===== config.mk =====
export PLATFORM = sky130hd
export DESIGN_NAME = serial_add32
export DESIGN_NICKNAME = d
export VERILOG_FILES = /design/src/rtl/alu_pkg.sv /design/src/rtl/serial_add32_cla4.sv /design/src/rtl/serial_add32.sv
export SDC_FILE = /design/constraint.sdc
export NUM_CORES = 1
export LEC_CHECK = 0
export CORE_MARGIN = 2
export CORE_UTILIZATION = 55
export CTS_CLUSTER_SIZE = 40
export DETAILED_ROUTE_END_ITERATION = 12
export DONT_BUFFER_PORTS = 1
export GPL_ROUTABILITY_DRIVEN = 0
export PLACE_DENSITY = 0.82
export SLEW_MARGIN = 15
export SYNTH_ARGS = -nofsm -noshare
export SYNTH_HDL_FRONTEND = slang
export SYNTH_SLANG_ARGS = --single-unit

===== constraint.sdc =====
create_clock -name clk -period 3.68 [get_ports clk]
set_input_delay 1.104 -clock clk [delete_from_list [all_inputs] [get_ports clk]]
set_output_delay 1.104 -clock clk [all_outputs]
set_load 0.005 [all_outputs]

===== src/rtl/alu_pkg.sv =====
// Shared ALU definitions: nibble width, sequencer state encoding and
// flag bit positions used when packing flags into an ALU flag word.
package alu_pkg;

  localparam int NIBBLE_W = 4;

  localparam logic ST_IDLE = 1'b0;
  localparam logic ST_RUN  = 1'b1;

  typedef enum logic {
    IDLE = ST_IDLE,
    RUN  = ST_RUN
  } state_t;

  localparam int FLAG_C = 0;
  localparam int FLAG_V = 1;
  localparam int FLAG_Z = 2;

endpackage


===== src/rtl/serial_add32_cla4.sv =====
// 4-bit carry-lookahead slice: the only arithmetic element of the serial adder.
// Carries are built from generate/propagate terms, so no '+' is inferred.
module cla4
  import alu_pkg::*;
(
  input  logic [NIBBLE_W-1:0] a,
  input  logic [NIBBLE_W-1:0] b,
  input  logic                cin,
  output logic [NIBBLE_W-1:0] s,
  output logic                c4
);

  logic [NIBBLE_W-1:0] g;
  logic [NIBBLE_W-1:0] p;
  logic [NIBBLE_W:0]   c;

  assign g = a & b;
  assign p = a ^ b;

  assign c[0] = cin;
  assign c[1] = g[0] | (p[0] & cin);
  assign c[2] = g[1] | (p[1] & g[0]) | (p[1] & p[0] & cin);
  assign c[3] = g[2] | (p[2] & g[1]) | (p[2] & p[1] & g[0])
              | (p[2] & p[1] & p[0] & cin);
  assign c[4] = g[3] | (p[3] & g[2]) | (p[3] & p[2] & g[1])
              | (p[3] & p[2] & p[1] & g[0]) | (p[3] & p[2] & p[1] & p[0] & cin);

  assign s  = p ^ c[NIBBLE_W-1:0];
  assign c4 = c[NIBBLE_W];

endmodule


===== src/rtl/serial_add32.sv =====
// Multi-cycle add/sub: feeds one CLA4 slice a nibble per clock, LSB first,
// with a registered carry, and assembles sum plus C/V/Z flags.
module serial_add32
  import alu_pkg::*;
#(
  parameter int WIDTH = 32
) (
  input  logic             clk,
  input  logic             rst,
  input  logic             start,
  input  logic             sub,
  input  logic [WIDTH-1:0] a,
  input  logic [WIDTH-1:0] b,
  output logic             ready,
  output logic             done,
  output logic [WIDTH-1:0] sum,
  output logic             carry_out,
  output logic             overflow,
  output logic             zero
);

  localparam int STEPS = WIDTH / NIBBLE_W;
  localparam int IDX_W = $clog2(STEPS);
  localparam logic [IDX_W-1:0] LAST_IDX = IDX_W'(STEPS - 1);

  state_t             state_q, state_d;
  logic [IDX_W-1:0]   idx_q, idx_d;
  logic [WIDTH-1:0]   a_q, a_d;
  logic [WIDTH-1:0]   b_q, b_d;
  logic               carry_q, carry_d;
  logic [WIDTH-1:0]   sum_q, sum_d;
  logic               carry_out_q, carry_out_d;
  logic               overflow_q, overflow_d;
  logic               zero_q, zero_d;
  logic               done_q, done_d;

  logic [IDX_W+1:0]    bit_base;
  logic [NIBBLE_W-1:0] nib_a;
  logic [NIBBLE_W-1:0] nib_b;
  logic [NIBBLE_W-1:0] nib_s;
  logic                nib_c4;

  // Nibble idx starts at bit idx*4; NIBBLE_W is 4, so a shift does it.
  assign bit_base = {idx_q, 2'b00};
  assign nib_a    = a_q[bit_base +: NIBBLE_W];
  assign nib_b    = b_q[bit_base +: NIBBLE_W];

  cla4 u_cla4 (
    .a   (nib_a),
    .b   (nib_b),
    .cin (carry_q),
    .s   (nib_s),
    .c4  (nib_c4)
  );

  always_comb begin
    state_d     = state_q;
    idx_d       = idx_q;
    a_d         = a_q;
    b_d         = b_q;
    carry_d     = carry_q;
    sum_d       = sum_q;
    carry_out_d = carry_out_q;
    overflow_d  = overflow_q;
    zero_d      = zero_q;
    done_d      = 1'b0;

    case (state_q)
      IDLE: begin
        if (start) begin
          // Subtraction is A + ~B + 1: invert B and seed the carry with 1.
          a_d         = a;
          b_d         = sub ? ~b : b;
          carry_d     = sub;
          idx_d       = '0;
          sum_d       = '0;
          carry_out_d = 1'b0;
          overflow_d  = 1'b0;
          zero_d      = 1'b0;
          state_d     = RUN;
        end
      end
      RUN: begin
        sum_d[bit_base +: NIBBLE_W] = nib_s;
        carry_d = nib_c4;
        idx_d   = idx_q + 1'b1;
        if (idx_q == LAST_IDX) begin
          carry_out_d = nib_c4;
          overflow_d  = (a_q[WIDTH-1] == b_q[WIDTH-1]) && (nib_s[NIBBLE_W-1] != a_q[WIDTH-1]);
          zero_d      = (sum_d == '0);
          done_d      = 1'b1;
          idx_d       = '0;
          state_d     = IDLE;
        end
      end
      default: state_d = IDLE;
    endcase
  end

  always_ff @(posedge clk) begin
    if (rst) begin
      state_q     <= IDLE;
      idx_q       <= '0;
      a_q         <= '0;
      b_q         <= '0;
      carry_q     <= 1'b0;
      sum_q       <= '0;
      carry_out_q <= 1'b0;
      overflow_q  <= 1'b0;
      zero_q      <= 1'b0;
      done_q      <= 1'b0;
    end else begin
      state_q     <= state_d;
      idx_q       <= idx_d;
      a_q         <= a_d;
      b_q         <= b_d;
      carry_q     <= carry_d;
      sum_q       <= sum_d;
      carry_out_q <= carry_out_d;
      overflow_q  <= overflow_d;
      zero_q      <= zero_d;
      done_q      <= done_d;
    end
  end

  assign ready     = (state_q == IDLE);
  assign done      = done_q;
  assign sum       = sum_q;
  assign carry_out = carry_out_q;
  assign overflow  = overflow_q;
  assign zero      = zero_q;

endmodule


==> impl_summary.txt, run 1 <==
----------------------------------------------------
[Finish]
  Non-filler instance count after layout ... ~640
  Number of antenna repair diodes ... 0
  Synthesis-to-finish area growth ... 1.81%
  Area of all placed cells without fillers ... a little over 5000 µm²
  Multi-input combinational cell area ... around 2600 µm²
  Fin nets ... between 600 and 700
  Layout cells sized above 1 ... under 10%
  Final-layout fill cell count ... around 780
  Seq. cell area ... 2100 µm²

[Floorplanning]
  Die Wd ... 99.8 µm
  Vertical die dimension ... approximately 100 µm
  Number of top-level pins ... roughly 110
  Starting Density ... 57.4%
  Core Area ... just under 9000 µm²
  Die ar. ... 9970 µm²
  Row count ... 34

[STA]
  Minimum clock period after layout ... 3.14 ns
  Count of endpoints failing setup in the final report ... 0
  Post-layout worst setup margin ... 0.542 ns
  Part of the cycle the worst path needs ... 85.3%
  Maximum clock skew at final layout ... roughly 0.010 ns
  RSZ-0062 raised after global routing ... no
  Aggregate negative setup slack ... 0 ns
  Number of hold-slack violations in the final timing report ... 0
  Worst-case hold slack ... around 0.46 ns
  Transition time at the pin with the least slew margin ... 0.881 ns
  Relative slew margins ... around 41%
  Top achievable clock speed ... between 0.3 and 0.4 GHz
  Count of final max-slew check failures ... 0

[Critical path]
  Worst EP required ... 3.99 ns
  Delay of the slowest cell on the worst path ... approximately 0.54 ns
  Type of destination of the critical path ... flop
  CP max FO ... 17
  Cell occurring most often along the worst timing path ... sky130_fd_sc_hd__nand2_1
  Reg-to-reg setup timing slack ... between 0.5 and 0.6 ns
  Cell at the slowest stage of the critical path ... sky130_fd_sc_hd__mux4_2
  Launching element type of the critical path ... flop
  Cells traversed along the worst timing path ... buf_4 > mux4_2 > nand2_1 > nand2_1 > ha_1 > a211oi_1 > o21bai_1 > xor2_1 > and2_1 > a22oi_1 > nor2_1
  Family of cells with the greatest summed delay on the critical path ... simple AND/OR/NAND/NOR gates
  Startpoint of the worst register-to-register path ... idx_q[0]
  Crit Reg-Reg Endpoint ... sum[27]
  Logic depth of the worst register-to-register path ... 11
  Buf/Inv on CP ... 1
  Number of cells on the critical path ... 11
  Worst Path Arrival ... roughly 3.5 ns
  CP Class ... reg -> reg

[Yosys]
  Number of storage elements in the synthesis netlist ... 105
  Syn Std Cell Area ... approximately 5100 µm²
  Sequential area share after synthesis ... a little over two fifths
  Warnings from Yosys ... 0
  Share of async-settable or async-resettable flops after synthesis ... 0%
  Synth Net Count ... about 640
  Mean Syn Cell Area ... around 9 µm²
  Post-synthesis cell count ... approximately 560
  Number of enable flip-flop cells after synthesis ... 0
  Top_reg_cell synth ... sky130_fd_sc_hd__dfxtp_1
  Count of different cell masters after synthesis ... 52

[Placement]
  Area of placed instances ... roughly 5000 µm²
  Placed Instances ... approximately 630
  HPWL after detailed placement ... between 7000 and 8000 µm
  Setup slack at placement ... 0.615 ns
  Number of buffers added on ports ... 0

[Job]
  Maximum Capacitance Violations ... 0

[Drt]
  1st-iter DRT viols ... around 220
  Top Metal Used ... met4
  Remaining number of nets flagged by the antenna check after routing ... 0
  Wire length on met2 ... roughly 5400 µm
  Met1 Routed Length ... approximately 4600 µm
  DRC ... 0
  Vias ... roughly 4,000
  First drt pass iteration count ... 5
  Number of vias per cell ... just over 6
  Total Routed Length ... approximately 11,000 µm
  Amount of wire on met3 after detailed routing ... 916 µm
  Final routed wire length divided by cell count ... 17.3 µm

[Clock tree]
  Count of buffers added by post-CTS timing repair for setup ... 0
  Post-CTS Hold Fix Bufs ... 0
  # clock sinks ... approximately 110
  Clock tree root buffer cell ... sky130_fd_sc_hd__clkbuf_8
  Count of H-tree levels built during CTS ... 3
  Clock network latency to the later pin of the worst-skew pair ... around 0.38 ns
  Inserted Clock Buffers ... 9
  Post-CTS resize count ... 0
  Buffer depth of the longest clock path ... 2
  Clock edge transition at the registers on the reported setup and hold paths ... around 0.10 ns
  TritonCTS clock tree ... done

[Global route]
  Congestion Overflow GR ... 0
  Pin count of the biggest net entering global routing ... ~110
  Global-route wire length before repair ... 18,000 µm
  Overall global routing resource usage ... a little under a quarter
  Vias in the first global route ... about 3,700
  Initial antenna violation count ... 0

[Min path]
  Hold endpoint ... a_q[12]
  HP Class ... reg -> reg
  Worst hold stages ... 2
  Hold Startpoint ... a_q[12]

[Power and ir drop]
  Reported leakage power ... between 1.5 and 2 nW
  Power Dens Cells ... ~460 nW/µm²
  IR drop worst, VDD ... around 0.25 mV

[Outcome]
  Result of the run ... finished, final reports clean

----------------------------------------------------
layer usage:
metal  vias to the layer above  GRT usage (%)
met5                         -              0
met4                         0           8.54
met3                        20           5.71
met2                       163           37.7
met1                      1836           28.4
li1                       1896              -
cell type report:
class | instances | area share, %
Clock buffer | 9 | 2.41
Multi-Input combinational cell | 404 | 51.3
Clock inverter | 6 | 1.75
Timing Repair Buffer | 4 | 0.584
Inverter | 6 | 0.438
Tap cell | 108 | 2.63
Sequential cell | 105 | 40.9
through the flow:
| step | total power, mW | utilization, % |
|---|---|---|
| after floorplan | 1.55 | - |
| after global placement | 1.58 | 55.9 |
| after detailed placement | 1.59 | 55.9 |
| after CTS | 2.35 | 58.4 |
| after global routing | 2.44 | 58.4 |
| final | 2.34 | 58.4 |
worst max-delay path by stage:
stage                   from       to
global placement    idx_q[0]  sum[11]
floorplan           idx_q[0]  sum[27]
CTS                 idx_q[0]  sum[27]
global route        idx_q[0]  sum[31]
detailed placement  idx_q[0]  sum[27]
finish              idx_q[0]  sum[27]
cell usage in the layout, fill, tap and decap left out, types with 2 or more instances in the layout:
cell,instances
sky130_fd_sc_hd__dfxtp_1,105
sky130_fd_sc_hd__nand2_1,92
sky130_fd_sc_hd__nor2_1,78
sky130_fd_sc_hd__a21oi_1,42
sky130_fd_sc_hd__a211oi_1,36
sky130_fd_sc_hd__xnor2_1,33
sky130_fd_sc_hd__a22oi_1,32
sky130_fd_sc_hd__mux4_2,16
sky130_fd_sc_hd__o21bai_1,9
sky130_fd_sc_hd__ha_1,9
sky130_fd_sc_hd__clkbuf_8,9
sky130_fd_sc_hd__nor3_1,6
sky130_fd_sc_hd__and2_1,5
sky130_fd_sc_hd__inv_1,4
sky130_fd_sc_hd__nor4_1,4
sky130_fd_sc_hd__buf_4,4
sky130_fd_sc_hd__xor2_1,3
sky130_fd_sc_hd__nor2b_1,2
sky130_fd_sc_hd__a21o_1,2
sky130_fd_sc_hd__and4b_1,2
sky130_fd_sc_hd__o21ai_0,2
sky130_fd_sc_hd__nand3b_1,2
sky130_fd_sc_hd__or3_1,2
sky130_fd_sc_hd__nand3_1,2
sky130_fd_sc_hd__o22ai_1,2
sky130_fd_sc_hd__o221ai_1,2
sky130_fd_sc_hd__inv_6,2
sky130_fd_sc_hd__bufinv_16,2
flip-flops by register name, indices dropped and copies added, names as in the netlist:
| name | cells |
|---|---|
| done | 1 |
| state_q | 1 |
| sum | 32 |
| idx_q | 3 |
| overflow | 1 |
| carry_q | 1 |
| zero | 1 |
| b_q | 32 |
| carry_out | 1 |
| a_q | 32 |
synth_stat cells (3+ instances only):
cell type / instances / area share, %
sky130_fd_sc_hd__a211oi_1: 36 / 5.4
sky130_fd_sc_hd__a21oi_1: 42 / 4.2
sky130_fd_sc_hd__a22oi_1: 32 / 4.8
sky130_fd_sc_hd__and2_1: 5 / 0.62
sky130_fd_sc_hd__buf_1: 3 / 0.22
sky130_fd_sc_hd__buf_2: 9 / 0.89
sky130_fd_sc_hd__buf_6: 8 / 1.8
sky130_fd_sc_hd__clkbuf_1: 26 / 1.9
sky130_fd_sc_hd__dfxtp_1: 105 / 42
sky130_fd_sc_hd__ha_1: 9 / 2.2
sky130_fd_sc_hd__inv_1: 4 / 0.30
sky130_fd_sc_hd__mux4_2: 16 / 7.1
sky130_fd_sc_hd__nand2_1: 93 / 6.9
sky130_fd_sc_hd__nor2_1: 78 / 5.8
sky130_fd_sc_hd__nor2b_1: 3 / 0.37
sky130_fd_sc_hd__nor3_1: 6 / 0.59
sky130_fd_sc_hd__nor4_1: 4 / 0.50
sky130_fd_sc_hd__o21bai_1: 9 / 1.3
sky130_fd_sc_hd__xnor2_1: 33 / 5.7
sky130_fd_sc_hd__xor2_1: 3 / 0.52
power by group:
| part | internal (mW) | switching, mW | total, mW |
|---|---|---|---|
| sequential | 1.19 | 0.0372 | 1.23 |
| clock | 0.383 | 0.390 | 0.773 |
| combinational | 0.147 | 0.191 | 0.337 |
| total | 1.72 | 0.618 | 2.34 |
cells by family after synthesis:
family | count (synthesis) | share of synthesized area, %
compound gates | 134 | 18.0
simple gates | 207 | 17.8
mux | 17 | 7.36
fa+ha+maj | 10 | 2.63
flops | 105 | 41.6
xor+xnor | 36 | 6.24
buf+inv | 55 | 6.34
worst reg2reg max path: cells and delay by family, from the launching register on:
family                   cells  cell delay, ns
AO/OA/AOI/OAI                3            0.55
XOR/XNOR                     1            0.33
adder cells (fa/ha/maj)      1            0.32
buffers and inverters        1            0.26
flip-flops                   1            0.34
multiplexers                 1            0.54
AND/OR/NAND/NOR              4            0.73
(Power assumes the default switching activity.)
==> run 2: changes to the inputs <==
Settings changed: CORE_MARGIN 2 to 4, RECOVER_POWER from default to 50.
==> impl_summary.txt, run 2 (same netlist as run 1, synthesis figures left out) <==
----------------------------------------------------
[Clock tree]
  TritonCTS clock tree ... done
  Inserted Clock Buffers ... 9 (unchanged)
  Buffer depth of the longest clock path ... 2 (unchanged)
  Post-CTS resize count ... 0 (unchanged)
  Clock edge transition at the registers on the reported setup and hold paths ... 0.10 ns (about the same)
  Clock network latency to the later pin of the worst-skew pair ... 0.37 ns (about the same)
  Clock tree root buffer cell ... sky130_fd_sc_hd__clkbuf_8
  Count of H-tree levels built during CTS ... 3 (unchanged)
  # clock sinks ... 105 (unchanged)
  Count of buffers added by post-CTS timing repair for setup ... 0 (unchanged)
  Post-CTS Hold Fix Bufs ... 0 (unchanged)

[Floorplanning]
  Core Area ... 8850 µm² (+0.48%)
  Vertical die dimension ... 104 µm (+4.0%)
  Row count ... 34 (unchanged)
  Die Wd ... 104 µm (+4.0%)
  Die ar. ... 10,800 µm² (+8.2%)
  Number of top-level pins ... 105 (unchanged)
  Starting Density ... 57.1% (-0.28 points)

[Drt]
  Final routed wire length divided by cell count ... 17.4 µm (+0.67%)
  First drt pass iteration count ... 5 (unchanged)
  DRC ... 0 (unchanged)
  Number of vias per cell ... 5.95 (-2.4%)
  Remaining number of nets flagged by the antenna check after routing ... 0 (unchanged)
  1st-iter DRT viols ... 213 (-1.8%)
  Vias ... 3,828 (-2.2%)
  Total Routed Length ... 11,200 µm (+0.83%)

[STA]
  RSZ-0062 raised after global routing ... no
  Part of the cycle the worst path needs ... 86.5% (+1.2 points)
  Relative slew margins ... -11.3% (-53 points)
  Minimum clock period after layout ... 3.18 ns (+0.0431 ns)
  Number of hold-slack violations in the final timing report ... 0 (unchanged)
  Maximum clock skew at final layout ... 0.0137 ns (+0.00327 ns)
  Count of endpoints failing setup in the final report ... 0 (unchanged)
  Top achievable clock speed ... 0.314 GHz (-1.4%)
  Aggregate negative setup slack ... 0 ns (unchanged)
  Transition time at the pin with the least slew margin ... 1.67 ns (+0.789 ns)
  Count of final max-slew check failures ... 97 (+97)

[Critical path]
  Startpoint of the worst register-to-register path ... idx_q[0]
  CP Class ... reg -> reg
  Cell at the slowest stage of the critical path ... sky130_fd_sc_hd__mux4_2
  Cell occurring most often along the worst timing path ... sky130_fd_sc_hd__nand2_1
  Launching element type of the critical path ... flop
  Worst setup startpoint ... idx_q[0]
  Crit path to ... sum[15]
  Worst EP required ... 3.98 ns (about the same)
  Reg-to-reg setup timing slack ... 0.50 ns (-0.04 ns)
  Delay of the slowest cell on the worst path ... 0.53 ns (about the same)
  Crit Reg-Reg Endpoint ... sum[15]
  Type of destination of the critical path ... flop
  Worst Path Arrival ... 3.48 ns (+0.03 ns)
  CP max FO ... 14 (-3)
  Logic depth of the worst register-to-register path ... 11 (unchanged)
  Cells traversed along the worst timing path ... buf_4 > mux4_2 > nand2_1 > nand2_1 > ha_1 > a211oi_1 > o21bai_1 > xor2_1 > and2_1 > a22oi_1 > nor2_1

[Outcome]
  Violations in the final reports ... max-capacitance violations, max-slew violations
  Result of the run ... finished with violations

[Job]
  Maximum Capacitance Violations ... 1 (+1)

[Global route]
  Vias in the first global route ... 3,849 (+4.6%)
  Overall global routing resource usage ... 20.7% (-1.9 points)
  Initial antenna violation count ... 0 (unchanged)
  Global-route wire length before repair ... 18,600 µm (+3.4%)
  Congestion Overflow GR ... 0 (unchanged)
  Pin count of the biggest net entering global routing ... 106 (unchanged)

[Finish]
  Non-filler instance count after layout ... 643 (+0.16%)
  Layout cells sized above 1 ... 8.41% (-0.20 points)
  Fin nets ... 609 (+0.16%)
  Most common cell after layout, fill and taps aside ... sky130_fd_sc_hd__dfxtp_1
  Commonest cells after routing, fill and taps aside ... 105 x sky130_fd_sc_hd__dfxtp_1, 93 x sky130_fd_sc_hd__nand2_1, 78 x sky130_fd_sc_hd__nor2_1, 42 x sky130_fd_sc_hd__a21oi_1, 36 x sky130_fd_sc_hd__a211oi_1
  Synthesis-to-finish area growth ... 1.41%
  Number of antenna repair diodes ... 0 (unchanged)

[Min path]
  Worst hold stages ... 2 (unchanged)
  HP Class ... reg -> reg

[Placement]
  Placed Instances ... 628 (+0.16%)
  Number of buffers added on ports ... 0 (unchanged)
  HPWL after detailed placement ... 8050 µm (+3.6%)

[Power and ir drop]
  Power Dens Cells ... 446 nW/µm² (-2.0%)
  IR drop worst, VDD ... 0.274 mV (+12%)
  Reported leakage power ... 1.84 nW (-0.47%)

----------------------------------------------------
-- run 2: changes by cell type in the layout (fill, tap and decap cells not counted), sizes merged --
cell	delta
bufinv	-1
clkbuf	+1
inv	+1
-- run 2: per-stage QoR --
stage / hold WS [ns] / utilization [%] / worst slack, ns / power (mW) / instance area (µm²)
2_1_floorplan: 0.433 / - / 0.660 / 1.55 / 5050
3_3_place_gp: 0.436 / 55.9 / 0.742 / 1.58 / 4950
3_5_place_dp: 0.439 / 55.9 / 0.545 / 1.59 / 4950
4_1_cts: 0.454 / 58.1 / 0.484 / 2.30 / 5140
5_1_grt: 0.472 / 57.9 / 0.249 / 2.39 / 5120
6_report: 0.456 / 57.9 / 0.498 / 2.29 / 5120
-- run 2: area by class of cell --
class | instances | area, µm²
Sequential cell | 105 | 2100
Multi-Input combinational cell | 404 | 2630
Clock buffer | 9 | 124
Timing Repair Buffer | 5 | 35.0
Fill cell | 767 | 3730
Tap cell | 108 | 135
Inverter | 6 | 22.5
Clock inverter | 6 | 75.1
-- run 2: worst max-delay path: cells and delay by family, from the launching register on --
family / cells / cell delay, ns
simple gates: 4 / 0.74
fa+ha+maj: 1 / 0.33
compound gates: 3 / 0.56
buf+inv: 1 / 0.26
xor+xnor: 1 / 0.34
flops: 1 / 0.35
mux: 1 / 0.53
-- run 2: how the worst min path moves through the flow --
| stage | end | from | slack (ns) |
|---|---|---|---|
| after CTS | a_q[10] | a_q[10] | 0.45 |
| final | a_q[10] | a_q[10] | 0.46 |
| after detailed placement | a_q[10] | a_q[10] | 0.44 |
| after global routing | a_q[10] | a_q[10] | 0.47 |
| after global placement | a_q[19] | a_q[19] | 0.44 |
| after floorplan | a_q[10] | a_q[10] | 0.43 |
-- run 2: layer usage --
layer | vias up | GRT usage [%] | wire length, µm
li1 | 1906 | - | -
met1 | 1772 | 24.5 | 4530
met2 | 135 | 34.8 | 5510
met3 | 15 | 7.71 | 987
met4 | 0 | 6.74 | 170
met5 | - | 0 | 0
-- run 2: where the power goes --
| part | switching (mW) | internal [mW] | total (mW) | leakage, nW |
|---|---|---|---|---|
| clock | 0.398 | 0.322 | 0.719 | 0.0982 |
| sequential | 0.0360 | 1.19 | 1.23 | 0.859 |
| combinational | 0.189 | 0.148 | 0.337 | 0.886 |
==> run 3: changes to the inputs <==
Settings changed: REMOVE_ABC_BUFFERS from default to 1.
==> impl_summary.txt, run 3 (same netlist as run 1, synthesis figures left out) <==
----------------------------------------------------
[Finish]
  Number of antenna repair diodes ... 0 (unchanged)
  Share of the core filled with cells in the final layout ... 57.8% (-0.11 points)
  Synthesis-to-finish area growth ... 1.21%
  Multi-input combinational cell area ... 2630 µm² (unchanged)
  Layout cells sized above 1 ... 8.58% (+0.17 points)
  Non-filler instance count after layout ... 644 (+0.16%)
  Commonest cells after routing, fill and taps aside ... 105 x sky130_fd_sc_hd__dfxtp_1, 93 x sky130_fd_sc_hd__nand2_1, 78 x sky130_fd_sc_hd__nor2_1, 42 x sky130_fd_sc_hd__a21oi_1, 36 x sky130_fd_sc_hd__a211oi_1
  Final-layout fill cell count ... 762 (-0.65%)
  Fin nets ... 609 (unchanged)
  Seq. cell area ... 2100 µm² (unchanged)
  Most common cell after layout, fill and taps aside ... sky130_fd_sc_hd__dfxtp_1

[Clock tree]
  Inserted Clock Buffers ... 9 (unchanged)
  Post-CTS resize count ... 0 (unchanged)
  Count of H-tree levels built during CTS ... 3 (unchanged)
  # clock sinks ... 105 (unchanged)
  Clock tree root buffer cell ... sky130_fd_sc_hd__clkbuf_8
  TritonCTS clock tree ... done
  Clock edge transition at the registers on the reported setup and hold paths ... 0.10 ns (about the same)
  Count of buffers added by post-CTS timing repair for setup ... 0 (unchanged)
  Buffer depth of the longest clock path ... 2 (unchanged)
  Clock network latency to the later pin of the worst-skew pair ... 0.37 ns (about the same)
  Post-CTS Hold Fix Bufs ... 0 (unchanged)

[Drt]
  Number of vias per cell ... 6.03 (+1.4%)
  Total Routed Length ... 11,300 µm (+1.0%)
  Vias ... 3,886 (+1.5%)
  DRC ... 0 (unchanged)
  First drt pass iteration count ... 5 (unchanged)
  Remaining number of nets flagged by the antenna check after routing ... 0 (unchanged)
  Final routed wire length divided by cell count ... 17.6 µm (+0.87%)
  1st-iter DRT viols ... 265 (+24%)

[Power and ir drop]
  Reported leakage power ... 1.84 nW (-0.32%)
  Final Total Pwr ... 2.25 mW (-1.4%)
  IR drop worst, VDD ... 0.203 mV (-26%)
  Power Dens Cells ... 441 nW/µm² (-1.2%)

[Floorplanning]
  Starting Density ... 57.1% (unchanged)
  Die ar. ... 10,800 µm² (unchanged)
  Core Area ... 8850 µm² (unchanged)
  Die Wd ... 104 µm (unchanged)
  Vertical die dimension ... 104 µm (unchanged)
  Number of top-level pins ... 105 (unchanged)
  Row count ... 34 (unchanged)

[STA]
  Part of the cycle the worst path needs ... 85.2% (-1.3 points)
  Count of final max-slew check failures ... 0 (-100%)
  RSZ-0062 raised after global routing ... no
  Post-layout worst setup margin ... 0.546 ns (+0.0480 ns)
  Relative slew margins ... 1.53% (+13 points)
  Maximum clock skew at final layout ... 0.0120 ns (-0.00168 ns)
  Minimum clock period after layout ... 3.13 ns (-0.0480 ns)
  Worst-case hold slack ... 0.454 ns (-0.00213 ns)
  Transition time at the pin with the least slew margin ... 1.48 ns (-0.192 ns)
  Count of endpoints failing setup in the final report ... 0 (unchanged)
  Top achievable clock speed ... 0.319 GHz (+1.5%)
  Number of hold-slack violations in the final timing report ... 0 (unchanged)

[Critical path]
  Worst EP required ... 3.99 ns (about the same)
  Launching element type of the critical path ... flop
  Cell at the slowest stage of the critical path ... sky130_fd_sc_hd__dfxtp_1
  Type of destination of the critical path ... flop
  Cells traversed along the worst timing path ... buf_4 > mux4_2 > nand2_1 > nand2_1 > ha_1 > o21ai_0 > o21bai_1 > xor2_1 > and2_1 > a22oi_1 > nor2_1
  Reg-to-reg setup timing slack ... 0.55 ns (+0.05 ns)
  Delay of the slowest cell on the worst path ... 0.56 ns (+0.03 ns)
  CP Class ... reg -> reg
  CP max FO ... 13 (-1)
  Worst setup startpoint ... idx_q[0]
  Worst Path Arrival ... 3.45 ns (-0.03 ns)
  Startpoint of the worst register-to-register path ... idx_q[0]
  Cell occurring most often along the worst timing path ... sky130_fd_sc_hd__nand2_1

[Placement]
  Setup slack at placement ... 0.554 ns (+0.00927 ns)
  HPWL after detailed placement ... 8110 µm (+0.70%)
  Placed Instances ... 628 (unchanged)
  Number of buffers added on ports ... 0 (unchanged)

[Min path]
  Hold Startpoint ... a_q[3]
  HP Class ... reg -> reg

[Global route]
  Global-route wire length before repair ... 18,800 µm (+0.96%)
  Overall global routing resource usage ... 21.2% (+0.47 points)
  Pin count of the biggest net entering global routing ... 106 (unchanged)
  Initial antenna violation count ... 0 (unchanged)
  Congestion Overflow GR ... 0 (unchanged)
  Vias in the first global route ... 3,755 (-2.4%)

[Job]
  Maximum Capacitance Violations ... 0 (-1)

[Outcome]
  Result of the run ... finished, final reports clean

----------------------------------------------------
==> run 3: cell type report <==
class                   count  area share [%]
multi-input cells         404            51.4
clock buffers              11            2.96
well taps                 108            2.64
inverters                   6           0.441
flip-flops and latches    105            41.1
clock inverters             5           0.734
repair buffers              5           0.685
==> run 3: critical path: cells and delay by family, from the launching register on <==
kind                       cells  cell delay [ns]
adders and majority gates      1             0.31
muxes                          1             0.53
AOI/OAI and AO/OA              3             0.46
DFF                            1             0.56
xor gates and xnor gates       1             0.31
buffers and inverters          1             0.29
and+or+nand+nor                4             0.62
==> run 3: metrics by stage <==
stage	instance area [µm²]	setup TNS (ns)
3_3_place_gp	4950	0
2_1_floorplan	4750	-59.14
4_1_cts	5130	0
5_1_grt	5110	0
6_report	5110	0
3_5_place_dp	4950	0
==> run 3: final timing paths <==
kind	to	depth (start not counted)
max	sum[11]	11
min reg2reg	a_q[3]	2
min	a_q[3]	2
max reg2reg	sum[11]	11
==> run 3: metal layers <==
| metal | share of wire, % | GRT usage, % | wire length [µm] |
|---|---|---|---|
| met4 | 1.2 | 5.60 | 137 |
| met5 | 0 | 0 | 0 |
| met3 | 9.5 | 7.40 | 1080 |
| met1 | 40 | 25.7 | 4580 |
| met2 | 49 | 35.8 | 5530 |
==> run 3: report_power, final <==
| group | internal (mW) | switching, mW |
|---|---|---|
| Combinational | 0.147 | 0.183 |
| Sequential | 1.19 | 0.0426 |
| Clock | 0.287 | 0.400 |
| Total | 1.63 | 0.626 |
